**config.mk**
```make
export PLATFORM = sky130hd
export DESIGN_NAME = mmio_responder
export DESIGN_NICKNAME = d
export VERILOG_FILES = /design/src/rtl/mmio_pkg.sv /design/src/rtl/mmio_timer.sv /design/src/rtl/mmio_responder.sv
export SDC_FILE = /design/constraint.sdc
export NUM_CORES = 1
export LEC_CHECK = 0
export ABC_AREA = 1
export BUFFER_PORTS_ARGS = -buffer_cell sky130_fd_sc_hd__buf_4
export CELL_PAD_IN_SITES_DETAIL_PLACEMENT = 0
export CELL_PAD_IN_SITES_GLOBAL_PLACEMENT = 1
export CORE_AREA = 2 2 224 226
export DETAILED_ROUTE_END_ITERATION = 7
export DIE_AREA = 0 0 226 228
export GPL_TIMING_DRIVEN = 1
export PLACE_DENSITY = 0.71
export RECOVER_POWER = 100
export SLEW_MARGIN = 5
export SYNTH_ARGS = -nofsm -noshare
export SYNTH_HDL_FRONTEND = slang
export SYNTH_SLANG_ARGS = --single-unit
```
**constraint.sdc**
```tcl
create_clock -name clk -period 3.6 [get_ports clk]
set_input_delay 0.54 -clock clk [delete_from_list [all_inputs] [get_ports clk]]
set_output_delay 0.54 -clock clk [all_outputs]
set_load 0.02 [all_outputs]
```
**src/rtl/mmio_pkg.sv**
```systemverilog
// rtl/mmio_pkg.sv - shared constants, FSM state type and byte-lane merge for mmio_responder
package mmio_pkg;

  localparam logic [9:0]  IO_TAG_DEFAULT = 10'h1;
  localparam logic [31:0] MMIO_ID        = 32'h4D4D_494F;

  typedef enum logic [1:0] {IDLE, WAIT, RESP} state_e;

  // Word offsets of the timer registers relative to NUM_REGS
  localparam logic [1:0] TMR_MTIME_LO    = 2'd0;
  localparam logic [1:0] TMR_MTIME_HI    = 2'd1;
  localparam logic [1:0] TMR_MTIMECMP_LO = 2'd2;
  localparam logic [1:0] TMR_MTIMECMP_HI = 2'd3;

  function automatic logic [31:0] be_merge(input logic [31:0] old_word,
                                           input logic [31:0] new_word,
                                           input logic [3:0]  be);
    logic [31:0] res;
    for (int i = 0; i < 4; i++) begin
      res[8*i +: 8] = be[i] ? new_word[8*i +: 8] : old_word[8*i +: 8];
    end
    return res;
  endfunction

endpackage

```
**src/rtl/mmio_timer.sv**
```systemverilog
// rtl/mmio_timer.sv - 64-bit mtime/mtimecmp pair with registered compare interrupt
module mmio_timer
  import mmio_pkg::*;
(
  input  logic        clk,
  input  logic        rst_n,
  input  logic [3:0]  wr_en,
  input  logic [31:0] wdata,
  input  logic [3:0]  be,
  output logic [63:0] mtime,
  output logic [63:0] mtimecmp,
  output logic        irq
);

  always_ff @(posedge clk or negedge rst_n) begin
    if (!rst_n) begin
      mtime    <= '0;
      mtimecmp <= '1;
      irq      <= 1'b0;
    end else begin
      irq <= (mtime >= mtimecmp);
      // A software write to either half replaces this cycle's increment
      if (wr_en[TMR_MTIME_LO] || wr_en[TMR_MTIME_HI]) begin
        if (wr_en[TMR_MTIME_LO]) mtime[31:0]  <= be_merge(mtime[31:0], wdata, be);
        if (wr_en[TMR_MTIME_HI]) mtime[63:32] <= be_merge(mtime[63:32], wdata, be);
      end else begin
        mtime <= mtime + 64'd1;
      end
      if (wr_en[TMR_MTIMECMP_LO]) mtimecmp[31:0]  <= be_merge(mtimecmp[31:0], wdata, be);
      if (wr_en[TMR_MTIMECMP_HI]) mtimecmp[63:32] <= be_merge(mtimecmp[63:32], wdata, be);
    end
  end

endmodule

```
**src/rtl/mmio_responder.sv**
```systemverilog
// rtl/mmio_responder.sv - uncached I/O register bank responder with wait states
// Optional timer registers after the bank are built when MMIO_TIMER_EN is defined.
module mmio_responder
  import mmio_pkg::*;
#(
  parameter int         NUM_REGS    = 8,
  parameter int         WAIT_STATES = 1,
  parameter logic [9:0] IO_TAG      = IO_TAG_DEFAULT
) (
  input  logic        clk,
  input  logic        rst_n,
  input  logic        req_valid,
  output logic        req_ready,
  input  logic        req_we,
  input  logic [31:0] req_addr,
  input  logic [31:0] req_wdata,
  input  logic [3:0]  req_be,
  output logic        resp_valid,
  input  logic        resp_ready,
  output logic [31:0] resp_rdata,
  output logic        resp_err,
  output logic        timer_irq
);

  localparam int         IW      = (NUM_REGS > 1) ? $clog2(NUM_REGS) : 1;
  localparam logic [3:0] WS_INIT = (WAIT_STATES == 0) ? 4'd0 : 4'(WAIT_STATES - 1);
  localparam logic [6:0] NREG    = 7'(NUM_REGS);

  state_e      state;
  logic [3:0]  cnt;
  logic        lat_we, lat_err;
  logic [5:0]  lat_idx;
  logic [31:0] bank [NUM_REGS];

  logic [5:0]  req_idx, sel_idx;
  logic        req_in_bank, req_in_tmr, req_err, accept, bank_we;
  logic        sel_we, sel_err;
  logic [31:0] rd_word;
  logic        unused_addr;

  assign req_idx     = req_addr[7:2];
  assign req_in_bank = {1'b0, req_idx} < NREG;
  assign req_err     = (req_addr[31:22] != IO_TAG) || !(req_in_bank || req_in_tmr);
  assign accept      = req_valid && req_ready;
  assign bank_we     = accept && req_we && !req_err && req_in_bank && (req_idx != 6'd0);
  assign unused_addr = ^{req_addr[21:8], req_addr[1:0]};

  // WAIT_STATES=0 captures on the accept edge, before the latches are loaded
  assign sel_we  = (state == IDLE) ? req_we  : lat_we;
  assign sel_idx = (state == IDLE) ? req_idx : lat_idx;
  assign sel_err = (state == IDLE) ? req_err : lat_err;

`ifdef MMIO_TIMER_EN
  logic [63:0] mtime, mtimecmp;
  logic [3:0]  tmr_wr;
  logic [1:0]  req_off, sel_off;

  assign req_in_tmr = !req_in_bank && ({1'b0, req_idx} < NREG + 7'd4);
  assign req_off    = req_idx[1:0] - NREG[1:0];
  assign sel_off    = sel_idx[1:0] - NREG[1:0];
  assign tmr_wr     = (accept && req_we && !req_err && req_in_tmr) ? (4'b0001 << req_off) : 4'b0000;

  mmio_timer u_timer (
    .clk      (clk),
    .rst_n    (rst_n),
    .wr_en    (tmr_wr),
    .wdata    (req_wdata),
    .be       (req_be),
    .mtime    (mtime),
    .mtimecmp (mtimecmp),
    .irq      (timer_irq)
  );
`else
  assign req_in_tmr = 1'b0;
  assign timer_irq  = 1'b0;
`endif

  always_comb begin
    rd_word = '0;
    if (!sel_we && !sel_err) begin
      if (sel_idx == 6'd0) begin
        rd_word = MMIO_ID;
      end else if ({1'b0, sel_idx} < NREG) begin
        rd_word = bank[sel_idx[IW-1:0]];
      end
`ifdef MMIO_TIMER_EN
      else begin
        case (sel_off)
          TMR_MTIME_LO:    rd_word = mtime[31:0];
          TMR_MTIME_HI:    rd_word = mtime[63:32];
          TMR_MTIMECMP_LO: rd_word = mtimecmp[31:0];
          default:         rd_word = mtimecmp[63:32];
        endcase
      end
`endif
    end
  end

  always_ff @(posedge clk or negedge rst_n) begin
    if (!rst_n) begin
      state      <= IDLE;
      cnt        <= '0;
      lat_we     <= 1'b0;
      lat_err    <= 1'b0;
      lat_idx    <= '0;
      req_ready  <= 1'b1;
      resp_valid <= 1'b0;
      resp_rdata <= '0;
      resp_err   <= 1'b0;
      for (int i = 0; i < NUM_REGS; i++) bank[i] <= '0;
    end else begin
      if (bank_we) bank[req_idx[IW-1:0]] <= be_merge(bank[req_idx[IW-1:0]], req_wdata, req_be);
      case (state)
        IDLE: begin
          if (accept) begin
            lat_we    <= req_we;
            lat_idx   <= req_idx;
            lat_err   <= req_err;
            req_ready <= 1'b0;
            if (WAIT_STATES == 0) begin
              resp_rdata <= rd_word;
              resp_err   <= req_err;
              state      <= RESP;
            end else begin
              cnt   <= WS_INIT;
              state <= WAIT;
            end
          end
        end
        WAIT: begin
          if (cnt == 4'd0) begin
            resp_rdata <= rd_word;
            resp_err   <= lat_err;
            state      <= RESP;
          end else begin
            cnt <= cnt - 4'd1;
          end
        end
        RESP: begin
          // resp_valid trails RESP entry by one edge: latency is WAIT_STATES+1 after accept
          if (!resp_valid) begin
            resp_valid <= 1'b1;
          end else if (resp_ready) begin
            resp_valid <= 1'b0;
            req_ready  <= 1'b1;
            state      <= IDLE;
          end
        end
        default: state <= IDLE;
      endcase
    end
  end

endmodule

```
## Word-level counts from Yosys, hierarchy flattened

Index checks and enable logic that the tools add are counted.

- Flip-flop bits (word level): 305
- Bits of input ports: 73
- Output and inout port bits: 36
- Logic and storage cells: 89

- Add/subtract/negate cells: 1
- $lt $le $gt $ge: 5
- Eq/ne operators: 8
- Multiplexer cells: 33
- Bitwise logic cells: 2
- Reductions and logical operators: 23

Operators by type and width:

| kind | count |
|---|---|
| 256-bit bitwise mux | 1 |
| 32-bit two-way mux | 8 |
| 32-bit binary-select mux with 3-bit select | 2 |
| 32-bit demux with 3-bit select | 1 |
| 8-bit two-way mux | 4 |
| 6-bit by 4-bit < comparator with 1-bit output (second input constant) | 2 |
| 10-bit by 1-bit != test with 1-bit output (second input constant) | 1 |
| 2-bit != test (second input constant) | 5 |
| 4-bit >= comparator (second input constant) | 2 |
| 2-bit two-way mux | 4 |
| 4-bit two-way mux | 2 |
| 3-bit NOT with 4-bit output | 2 |
| 4-bit one-hot mux with 2 select lines | 1 |
| 4-bit AND reduction | 2 |
| 1-bit logical AND | 7 |
| 1-bit two-way mux | 7 |
| 6-bit logical NOT | 1 |
| 6-bit two-way mux | 1 |
| 2-bit one-hot mux with 3 select lines | 1 |
| 6-bit nonzero test | 1 |
| 1-bit logical NOT | 4 |
| 4-bit logical NOT | 1 |
| 4-bit by 1-bit < comparator with 1-bit output (second input constant) | 1 |
| 2-bit AND reduction | 2 |
| 8 further kinds | 9 |

## Depth between registers and ports, before layout

Gate-level depths: netlist of run 1.

- Word-level depth: 9
- Depth in mapped cells: 11
- Depth with buffers taken out: 10

## Worst setup path before layout of run 1

OpenSTA, ideal clock, no wires.

- Kind: input port to flip-flop
- Start: input port req_addr[2]
- End: register bank[193] in the netlist's numbering
- Library setup time: 118 ps
- Data arrival time: 1,650 ps
- Data required time: 3,482 ps
- Setup slack: 1,831 ps
- Cell stages on the path: 10
- Buffers on the path: 2
- Path through: buf_4 inv_4 nand2_1 o21ai_2 nor2_8 nand2_2 inv_2 buf_2 nand3_1 nand2_1

- Word-level cells in the longest chain between the ends: 7
- Elaborated cells on any way between the ends: 19
- Classes of those cells: order compare (3); mux (7); bitwise (1); reduce/logical (8)

Ends and longest elaborated chain:

| item | line | RTL |
|---|---|---|
| start, declared | mmio_responder.sv:15 | `input logic [31:0] req_addr,` |
| branches (longest 7 deep; another with 4-bit >= comparator) | - |  |
| end signal, assigned by index | mmio_responder.sv:112 | `if (bank_we) bank[req_idx[IW-1:0]] <= be_merge(bank[req_idx[IW-1:0]], req_wdata, req_be);` |
| end, declared | mmio_responder.sv:33 | `logic [31:0] bank [NUM_REGS];` |

Several ways; the timed one is not identified. The select of a mux whose other input is x is not followed.
A chain may end at the register's enable or synchronous reset.

## Worst setup path in the final report of run 1

- Start: register req_ready
- End: register bank[77] in the netlist's numbering

- Word-level cells in the longest chain between the ends: 5

Ends and longest elaborated chain:

| item | line | RTL |
|---|---|---|
| start, declared | mmio_responder.sv:13 | `output logic req_ready,` |
| start signal, assigned | mmio_responder.sv:106 | `req_ready <= 1'b1;` |
| start signal, assigned | mmio_responder.sv:119 | `req_ready <= 1'b0;` |
| start signal, assigned | mmio_responder.sv:145 | `req_ready <= 1'b1;` |
| 1-bit logical AND | mmio_responder.sv:44 | `assign accept = req_valid && req_ready;` |
| 1-bit logical AND (4 in a row) | mmio_responder.sv:45 | `assign bank_we = accept && req_we && !req_err && req_in_bank && (req_idx != 6'd0);` |

No other way between the ends.

==> results of run 1 <==
-- metal layers --
| metal | up-vias | wire length (um) | share of wire [%] | GRT usage (%) |
|---|---|---|---|---|
| met5 | - | 0 | 0 | 0 |
| met4 | 0 | 2160 | 3.2 | 8.98 |
| met3 | 143 | 5990 | 8.9 | 4.97 |
| met2 | 742 | 30100 | 45 | 41.1 |
| met1 | 7856 | 29100 | 43 | 36.3 |
| li1 | 7661 | - | - | - |
-- power groups by stage --
| stage | Sequential, mW | Clock [mW] | Combinational [mW] |
|---|---|---|---|
| finish | 3.43 | 3.97 | 0.643 |
| global route | 3.43 | 4.18 | 0.691 |
| CTS | 3.43 | 4.04 | 0.639 |
| detailed placement | 3.49 | 0 | 0.637 |
| global placement | 3.49 | 0 | 0.636 |
| floorplan | 3.49 | 0 | 0.314 |
-- final timing paths --
path / start / cells after the start / end / slack, ns
min: resp_ready / 3 / req_ready / 0.25
min in group asynchronous: rst_n / 1 / resp_rdata[9] / 0.83
min reg2reg: bank[240] / 0 / bank[240] / 0.38
max reg2reg: req_ready / 9 / bank[77] / 0.64
max: req_ready / 9 / bank[77] / 0.64
max in group asynchronous: rst_n / 1 / bank[255] / 1.01
-- critical path, delay by kind of cell, from the launching register on --
family,cells,cell delay (ns)
simple gates,6,1.27
buf+inv,2,0.97
flops,1,0.57
compound gates,1,0.09
-- registers in the layout (all words and copies together), names as in the netlist --
name        count
state           2
lat_we          1
resp_rdata     32
req_ready       1
resp_valid      1
bank          256
resp_err        1
lat_err         1
cnt             4
lat_idx         6
-- layout make-up --
cell class,count,area share (%)
inverter,193,3.76
clock buffer,54,5.64
clock inverter,13,1.00
tap,672,4.35
sequential,305,39.5
multi-input combinational,1747,40.0
timing repair buffer,158,5.77
-- cells in the final DEF (no fill, tap or decap), types with 3 or more instances in the layout --
cell,synthesis,routed
nand2_1,952,951
bufinv_16,0,4
o21ai_0,42,43
dfrtp_1,304,304
nor2_4,3,3
clkbuf_16,0,37
o211ai_1,10,10
nand2_2,18,19
clkbuf_8,0,10
nand3_2,20,20
inv_1,176,179
nor2_1,133,134
nand3_1,484,484
clkbuf_2,1,6
clkinv_2,0,5
nor3_2,5,5
clkbuf_1,75,45
nand3b_1,4,4
buf_12,0,7
a21oi_1,16,16
o22ai_1,12,12
or2_2,24,24
nor3_1,7,7
inv_2,15,12
buf_4,12,107
-- metrics by stage --
stage / setup slack [ns] / instance area (um^2) / std cells
detailed placement: 0.842 / 18200 / 3075
global placement: 0.877 / 18200 / 3075
global route: 0.456 / 19300 / 3142
floorplan: 1.83 / 17000 / 2426
CTS: 1.04 / 19500 / 3142
finish: 0.639 / 19300 / 3142
-- kinds of logic after synthesis --
group                      synth area share, %
xor gates and xnor gates                 0.103
buffers and inverters                     9.44
and+or+nand+nor                           42.4
AOI/OAI and AO/OA                         2.83
adders and majority gates                0.148
other                                   0.0221
DFF                                       45.0
==> impl_metrics.env, run 1 <==
export IMPL_initial_utilization_pct=34.3
export IMPL_antenna_left=0
export IMPL_p_int_mw=5.99
export IMPL_outcome="finished, violations left"
export IMPL_cts_hold_buffers=0
export IMPL_synth_edf_count=0
export IMPL_yosysSeqAreaShare_pct=45.0
export IMPL_insertion_delay_ns=0.57
export IMPL_power_frac_clock_pct=49.4
export IMPL_final_seq_area_um2=7630
export IMPL_synth_ff_type="dfrtp_1"
export IMPL_area_growth_pct=14.0
export IMPL_pwr_share_seq_pct=42.6
export IMPL_synth_top_area_share_pct=44.9
export IMPL_skew_ns=0.0291
export IMPL_power_switching_mw=2.05
export IMPL_timing_fmax_mhz=338
export IMPL_synth_area_um2=17000
export IMPL_htreeDepth=2
export IMPL_multi_input_area_um2=7730
export IMPL_crit_type="flop to flop"
export IMPL_firstDrtPassIters=5
export IMPL_syn_instance_count=2426
export IMPL_setup_viol=0
export IMPL_grt_pass1_vias=15707
export IMPL_slew_headroom_pct=-90.6
export IMPL_root_buffer="clkbuf_16"
export IMPL_insertedDiodeCount=0
export IMPL_arrival_ns=3.46
export IMPL_grt_max_degree=100
export IMPL_vias=16402
export IMPL_p_per_area_nw_per_um2=416
export IMPL_clk_pin_slew_ns=0.06
export IMPL_grt_pass1_wl_um=101000
export IMPL_grtUsageTotal_pct=26.3
export IMPL_die_area_um2=51500
export IMPL_worstSetupStartpointType="flop"
export IMPL_coreArea_um2=49300
export IMPL_synth_fp_nets=2501
export IMPL_numCtsBuffers=37
export IMPL_holdCritPathClass="primary input to flop"
export IMPL_drt_iter0_markers=1708
export IMPL_report_final_slew_viol_count=116
export IMPL_portBuffers=91
export IMPL_fin_nets=2517
export IMPL_leakage_nw=9.86
export IMPL_antenna_found_initial=1
export IMPL_rsz0062_at_grt="false"
export IMPL_gr_total_overflow=0
export IMPL_crit_slowest_cell="clkbuf_1"
export IMPL_drc=0
export IMPL_cts_tree="done"
export IMPL_synth_avg_cell_area_um2=6.99
export IMPL_vias_per_cell=5.22
export IMPL_die_w_um=226
export IMPL_synth_cell_type_count=37
export IMPL_gp_congestion=0.833
export IMPL_die_y_um=228
export IMPL_cp_max_fo=13
export IMPL_fin_util_pct=39.2
export IMPL_synth_top_cell_by_area="dfrtp_1"
export IMPL_clock_sinks=305
export IMPL_synthMostInstantiatedCell="nand2_1"
export IMPL_drive_above_1_share_pct=11.0
export IMPL_slowest_delay_ns=0.86
export IMPL_ys_warn_count=0
export IMPL_postCtsResizedCells=0
export IMPL_maxCapViolCount=2
export IMPL_wire_per_inst_um=21.4
export IMPL_synthTopCellsByCount="952 x nand2_1, 484 x nand3_1, 304 x dfrtp_1, 176 x inv_1, 133 x nor2_1"
export IMPL_power_mw=8.05
export IMPL_worst_pin_slew_ns=2.86
export IMPL_rows=82
export IMPL_wl_um=67300
export IMPL_peakVddDrop_mv=0.258
export IMPL_min_period_ns=2.96
export IMPL_required_ns=4.10
export IMPL_path_cells="nand2_1, nor2_1, o21ai_0, nor2_1, nand2_2, inv_1, clkbuf_1, nand3_1, nand2_1"
export IMPL_period_share_pct=82.3
export IMPL_violations="max-capacitance violations, max-slew violations"
export IMPL_netSwitchingFraction_pct=25.5
export IMPL_ioPinCount=109
export IMPL_n_fill_cell=5243
export IMPL_hold_violations=0
export IMPL_cts_max_path_buffers=3
export IMPL_pwr_share_comb_pct=8.0
export IMPL_async_reset_ff_share_pct=100
export IMPL_ys_top_cells_by_area="dfrtp_1 45%, nand2_1 21%, nand3_1 14%"
export IMPL_synth_ff_latch_count=305
export IMPL_post_cts_setup_buffers=0
export IMPL_hpwlAfterDp_um=38400
export IMPL_end_kind="flop"
export IMPL_hold_slack_ns=0.247
export IMPL_finalSetupTns_ns=0
(Power assumes the default switching activity.)
==> inputs of run 2 (changes only) <==
--- a/config.mk
+++ b/config.mk
@@ -5,15 +5,15 @@
 export SDC_FILE = /design/constraint.sdc
 export NUM_CORES = 1
 export LEC_CHECK = 0
-export ABC_AREA = 1
+export ABC_AREA = 0
 export BUFFER_PORTS_ARGS = -buffer_cell sky130_fd_sc_hd__buf_4
 export CELL_PAD_IN_SITES_DETAIL_PLACEMENT = 0
 export CELL_PAD_IN_SITES_GLOBAL_PLACEMENT = 1
-export CORE_AREA = 2 2 224 226
+export CORE_AREA = 2 2 213 215
 export DETAILED_ROUTE_END_ITERATION = 7
-export DIE_AREA = 0 0 226 228
+export DIE_AREA = 0 0 215 217
 export GPL_TIMING_DRIVEN = 1
-export PLACE_DENSITY = 0.71
+export PLACE_DENSITY = 0.7
 export RECOVER_POWER = 100
 export SLEW_MARGIN = 5
 export SYNTH_ARGS = -nofsm -noshare
==> constraint.sdc (replaced) <==
create_clock -name clk -period 2.43 [get_ports clk]
set_input_delay 0.3645 -clock clk [delete_from_list [all_inputs] [get_ports clk]]
set_output_delay 0.3645 -clock clk [all_outputs]
set_load 0.02 [all_outputs]
==> impl_metrics.env, run 2 <==
export IMPL_outcome="finished, violations left"
export IMPL_violations="max-capacitance violations, max-slew violations"
export IMPL_syn_instance_count=1532
export IMPL_synth_compound_area_share_pct=22.3
export IMPL_vias_per_cell=5.66
export IMPL_synth_xor_area_share_pct=0.114
export IMPL_final_cell_mix="304 x dfrtp_1, 278 x nand2_1, 211 x o21ai_0, 136 x buf_4, 107 x mux2_2"
export IMPL_end_kind="flop"
export IMPL_p_per_area_nw_per_um2=620
export IMPL_clk_pin_slew_ns=0.06
export IMPL_pwr_share_comb_pct=8.5
export IMPL_hold_violations=0
export IMPL_ioPinCount=109
export IMPL_arrival_ns=2.78
export IMPL_power_switching_mw=2.82
export IMPL_synth_avg_cell_area_um2=10.0
export IMPL_portBuffers=91
export IMPL_rsz0062_at_grt="false"
export IMPL_die_w_um=215
export IMPL_yosysSeqAreaShare_pct=49.6
export IMPL_period_share_pct=97.7
export IMPL_timing_fmax_mhz=421
export IMPL_n_fill_cell=4421
export IMPL_coreArea_um2=44700
export IMPL_netSwitchingFraction_pct=24.7
export IMPL_firstDrtPassIters=5
export IMPL_dpl_cell_count=2187
export IMPL_report_final_slew_viol_count=56
export IMPL_postCtsResizedCells=0
export IMPL_final_common_cell="dfrtp_1"
export IMPL_grt_max_degree=63
export IMPL_insertion_delay_ns=0.55
export IMPL_synth_top_family_by_area="compound AO/OA/AOI/OAI gates"
export IMPL_hpwlAfterDp_um=33900
export IMPL_area_growth_pct=19.8
export IMPL_cts_tree="done"
export IMPL_power_mw=11.4
export IMPL_leakage_nw=8.14
export IMPL_drc=0
export IMPL_synth_cell_type_count=63
export IMPL_numCtsBuffers=37
export IMPL_wire_per_inst_um=23.8
export IMPL_maxCapViolCount=1
export IMPL_crit_type="flop to flop"
export IMPL_cpLargestDelayFamily="simple AND/OR/NAND/NOR gates"
export IMPL_synth_simple_area_share_pct=11.7
export IMPL_ys_warn_count=0
export IMPL_min_period_ns=2.37
export IMPL_peakVddDrop_mv=0.405
export IMPL_ys_top_cells_by_area="dfrtp_1 49%, mux2_2 8.1%, nand2_1 6.8%"
export IMPL_async_reset_ff_share_pct=100
export IMPL_p_int_mw=8.61
export IMPL_grtUsageTotal_pct=23.0
export IMPL_die_area_um2=46700
export IMPL_holdCritPathClass="primary input to flop"
export IMPL_fin_nets=1702
export IMPL_insertedDiodeCount=0
export IMPL_drt_iter0_markers=927
export IMPL_root_buffer="clkbuf_16"
export IMPL_synth_ff_type="dfrtp_1"
export IMPL_post_cts_setup_buffers=0
export IMPL_crit_slowest_cell="or3b_1"
export IMPL_finalNonFillerCells=2251
export IMPL_fin_util_pct=41.2
export IMPL_die_y_um=217
export IMPL_synth_edf_count=0
export IMPL_grt_pass1_wl_um=81500
export IMPL_initial_utilization_pct=34.4
export IMPL_muxShareOfSynthArea_pct=11.1
export IMPL_rows=78
export IMPL_gr_total_overflow=0
export IMPL_setup_viol=0
export IMPL_pwr_share_seq_pct=44.4
export IMPL_grt_pass1_vias=12838
export IMPL_required_ns=2.84
export IMPL_worst_pin_slew_ns=1.98
export IMPL_worstSetupStartpointType="flop"
export IMPL_vias=12736
export IMPL_synth_top_cell_by_area="dfrtp_1"
export IMPL_gp_congestion=0.837
export IMPL_preCtsSetupSlack_ns=-0.0400
export IMPL_fin_area_um2=18400
export IMPL_hold_slack_ns=0.0726
export IMPL_clock_sinks=305
export IMPL_antenna_found_initial=0
export IMPL_cp_max_fo=21
export IMPL_slowest_delay_ns=0.56
export IMPL_setup_ws_ns=0.0566
export IMPL_slew_headroom_pct=-32.0
export IMPL_power_frac_clock_pct=47.1
export IMPL_max_flop_register="bank"
export IMPL_path_cells="or3b_1, nand2_4, buf_12, mux2_1, o221ai_1, o21ai_1"
export IMPL_skew_ns=0.0126
export IMPL_drive_above_1_share_pct=22.7
export IMPL_synth_area_um2=15400
export IMPL_largest_reg_flops=256
export IMPL_synthAdderAreaFrac_pct=0.163
export IMPL_htreeDepth=2
export IMPL_cts_max_path_buffers=3
export IMPL_path_buf_inv=1
export IMPL_dpl_cell_area_um2=17600
export IMPL_wl_um=53500
export IMPL_synthTopCellsByCount="304 x dfrtp_1, 278 x nand2_1, 203 x o21ai_0, 110 x mux2_2, 97 x clkbuf_1"
export IMPL_synth_top_area_share_pct=49.4
export IMPL_antenna_left=0
export IMPL_synth_ff_latch_count=305
export IMPL_synthMostInstantiatedCell="dfrtp_1"
export IMPL_reg_top3="bank: 256 flops, resp_rdata: 32 flops, lat_idx: 6 flops"
export IMPL_finalSetupTns_ns=0
export IMPL_synth_fp_nets=1607
run 2: changes by cell type after synthesis, moves of 23 or more:
cell,delta
o221ai_1,+24
mux2_2,+110
buf_2,-45
nand2_1,-674
nor2_1,-104
o21ai_0,+161
inv_1,-166
mux2i_1,+27
o31ai_1,+62
a211oi_1,+32
and3_1,+34
a22oi_1,+28
or2_2,-23
nand3_1,-475
run 2: final timing paths:
| path | startpoint | end | slack, ns | cells after the start |
|---|---|---|---|---|
| setup / recovery | state[1] | resp_rdata[8] | 0.06 | 6 |
| hold / removal | req_addr[5] | lat_idx[3] | 0.07 | 2 |
| setup reg to reg | state[1] | resp_rdata[8] | 0.06 | 6 |
| hold reg to reg | bank[246] | bank[246] | 0.37 | 0 |
| max in group asynchronous | rst_n | bank[214] | 0.32 | 3 |
| min in group asynchronous | rst_n | bank[212] | 0.93 | 2 |
run 2: metal layers:
metal  share of wire [%]  track usage [%]  wire, um  vias up
met2                  46             36.5     24600      463
li1                    -                -         -     5807
met3                 6.5             3.90      3490      107
met1                  44             31.9     23700     6359
met4                 3.2             8.34      1730        0
met5                   0                0         0        -
run 2: power groups by stage:
stage	registers (mW)	logic, mW	clock network (mW)
5_1_grt	5.08	1.03	5.69
3_3_place_gp	5.17	0.964	0
3_5_place_dp	5.17	0.965	0
4_1_cts	5.08	0.968	5.48
6_report	5.08	0.967	5.38
2_1_floorplan	5.17	0.373	0
run 2: timing repair:
action	4_1_cts	5_1_grt
hold buffers	1	0
endpoints found under the hold margin	53	0
setup endpoints to repair	0	0
run 2: kinds of logic after synthesis:
family | Yosys count
flip-flops | 305
multiplexers | 146
other | 1
buffers and inverters | 173
adder cells (fa/ha/maj) | 2
AND/OR/NAND/NOR | 405
XOR/XNOR | 2
AO/OA/AOI/OAI | 498
run 2: layout make-up:
type	count	area, um^2	area share, %
Multi-Input combinational cell	1054	7050	38.3
Clock inverter	7	65.1	0.353
Clock buffer	56	1100	5.96
Inverter	14	52.6	0.285
Tap cell	600	751	4.07
Sequential cell	305	7630	41.4
Timing Repair Buffer	215	1780	9.64
==> inputs of run 3 (changes only) <==
--- a/config.mk
+++ b/config.mk
@@ -9,11 +9,11 @@
 export BUFFER_PORTS_ARGS = -buffer_cell sky130_fd_sc_hd__buf_4
 export CELL_PAD_IN_SITES_DETAIL_PLACEMENT = 0
 export CELL_PAD_IN_SITES_GLOBAL_PLACEMENT = 1
-export CORE_AREA = 2 2 213 215
+export CORE_AREA = 2 2 193 195
 export DETAILED_ROUTE_END_ITERATION = 7
-export DIE_AREA = 0 0 215 217
+export DIE_AREA = 0 0 195 197
 export GPL_TIMING_DRIVEN = 1
-export PLACE_DENSITY = 0.7
+export PLACE_DENSITY = 0.81
 export RECOVER_POWER = 100
 export SLEW_MARGIN = 5
 export SYNTH_ARGS = -nofsm -noshare
==> impl_metrics.env, run 3 (synthesis gave the netlist of run 2 again) <==
export IMPL_insertion_delay_ns=0.52
export IMPL_die_y_um=197
export IMPL_end_kind="flop"
export IMPL_gr_total_overflow=0
export IMPL_outcome="finished, final reports clean"
export IMPL_ioPinCount=109
export IMPL_vias_per_cell=6.04
export IMPL_rows=70
export IMPL_grtUsageTotal_pct=25.9
export IMPL_p_per_area_nw_per_um2=622
export IMPL_worstSetupStartpointType="flop"
export IMPL_grt_pass1_wl_um=76700
export IMPL_root_buffer="clkbuf_16"
export IMPL_report_final_slew_viol_count=0
export IMPL_hold_slack_ns=0.106
export IMPL_cts_tree="done"
export IMPL_gp_congestion=0.844
export IMPL_worst_pin_slew_ns=1.33
export IMPL_coreArea_um2=36300
export IMPL_setup_viol=0
export IMPL_antenna_found_initial=0
export IMPL_period_share_pct=92.7
export IMPL_max_flop_register="bank"
export IMPL_hold_violations=0
export IMPL_fin_nets=1680
export IMPL_drt_iter0_markers=1037
export IMPL_leakage_nw=8.02
export IMPL_pwr_share_seq_pct=45.4
export IMPL_fin_util_pct=49.6
export IMPL_cp_max_fo=47
export IMPL_p_int_mw=8.46
export IMPL_grt_pass1_vias=12900
export IMPL_portBuffers=91
export IMPL_die_area_um2=38400
export IMPL_rsz0062_at_grt="false"
export IMPL_numCtsBuffers=36
export IMPL_initial_utilization_pct=42.4
export IMPL_holdCritPathClass="primary input to flop"
export IMPL_final_common_cell="dfrtp_1"
export IMPL_power_switching_mw=2.72
export IMPL_power_frac_clock_pct=46.5
export IMPL_peakVddDrop_mv=0.369
export IMPL_min_period_ns=2.25
export IMPL_wl_um=49400
export IMPL_skew_ns=0.0160
export IMPL_final_cell_mix="304 x dfrtp_1, 278 x nand2_1, 216 x o21ai_0, 124 x buf_4, 110 x mux2_2"
export IMPL_drive_above_1_share_pct=21.8
export IMPL_clock_sinks=305
export IMPL_vias=12671
export IMPL_area_growth_pct=16.8
export IMPL_clk_pin_slew_ns=0.06
export IMPL_pwr_share_comb_pct=8.0
export IMPL_netSwitchingFraction_pct=24.3
export IMPL_die_w_um=195
export IMPL_firstDrtPassIters=5
export IMPL_cts_max_path_buffers=3
export IMPL_wire_per_inst_um=23.5
export IMPL_antenna_left=0
export IMPL_htreeDepth=2
export IMPL_maxCapViolCount=0
export IMPL_drc=0
export IMPL_hpwlAfterDp_um=31000
export IMPL_largest_reg_flops=256
export IMPL_insertedDiodeCount=0
export IMPL_arrival_ns=2.65
export IMPL_grt_max_degree=83
export IMPL_finalSetupTns_ns=0
export IMPL_required_ns=2.83
export IMPL_crit_type="flop to flop"
export IMPL_slew_headroom_pct=11.2
export IMPL_timing_fmax_mhz=444
export IMPL_n_fill_cell=3381
export IMPL_reg_top3="bank: 256 flops, resp_rdata: 32 flops, lat_idx: 6 flops"
==> run 3: cell count changes in the layout (fill, tap and decap cells not counted), sizes merged <==
cell / before / now
buf: 166 / 147
clkinvlp: 2 / 0
clkinv: 8 / 12
clkbuf: 104 / 101
bufinv: 1 / 0
==> run 3: per-layer routing <==
layer / vias up / GRT usage, % / share of wire [%]
met2: 526 / 41.7 / 46
met3: 129 / 4.16 / 7.4
met1: 6251 / 35.5 / 43
met5: - / 0 / 0
met4: 0 / 9.30 / 3.4
li1: 5765 / - / -
==> run 3: final cells by class <==
class                   instances  area (um^2)  area share, %
well taps                     468          586           3.26
flip-flops and latches        305         7630           42.5
clock inverters                 8         40.0          0.223
inverters                      14         52.6          0.292
multi-input cells            1054         7010           39.0
clock buffers                  55         1090           6.08
repair buffers                194         1560           8.69
==> run 3: final timing paths <==
path,slack [ns],startpoint,depth (start not counted),endpoint
min,0.11,req_addr[6],2,lat_idx[4]
min in group asynchronous,0.68,rst_n,2,bank[87]
max reg2reg,0.18,req_ready,6,bank[170]
max in group asynchronous,0.48,rst_n,3,bank[11]
min reg2reg,0.37,bank[246],0,bank[246]
max,0.18,req_ready,6,bank[170]
==> run 3: power by group through the flow <==
stage | Sequential [mW] | Clock, mW | Combinational, mW
detailed placement | 5.17 | 0 | 0.896
CTS | 5.08 | 5.27 | 0.901
finish | 5.08 | 5.20 | 0.900
global route | 5.08 | 5.50 | 0.955
floorplan | 5.17 | 0 | 0.373
global placement | 5.17 | 0 | 0.893
==> run 3: timing repair <==
item,4_1_cts,5_1_grt
resized for setup,0,0
endpoints found under the hold margin,17,0
setup buffers,0,0
hold buffers,1,0
==> run 3: through the flow <==
step / total power [mW] / worst slack [ns] / cell area [um^2] / instances
6_report: 11.2 / 0.178 / 18000 / 2098
2_1_floorplan: 5.55 / 0.346 / 15400 / 1532
3_5_place_dp: 6.07 / 0.0906 / 17100 / 2034
4_1_cts: 11.3 / 0.222 / 18300 / 2098
5_1_grt: 11.5 / 0.0738 / 18000 / 2098
3_3_place_gp: 6.06 / 0.141 / 17100 / 2034
==> run 3: critical path: stages, from the launching register on <==
cell and delay [ns]:
dfstp_1 0.59, nand3_1 0.11, nor4bb_2 0.26, buf_4 0.21, nand4_2 0.11, clkbuf_4 0.44, mux2_2 0.40
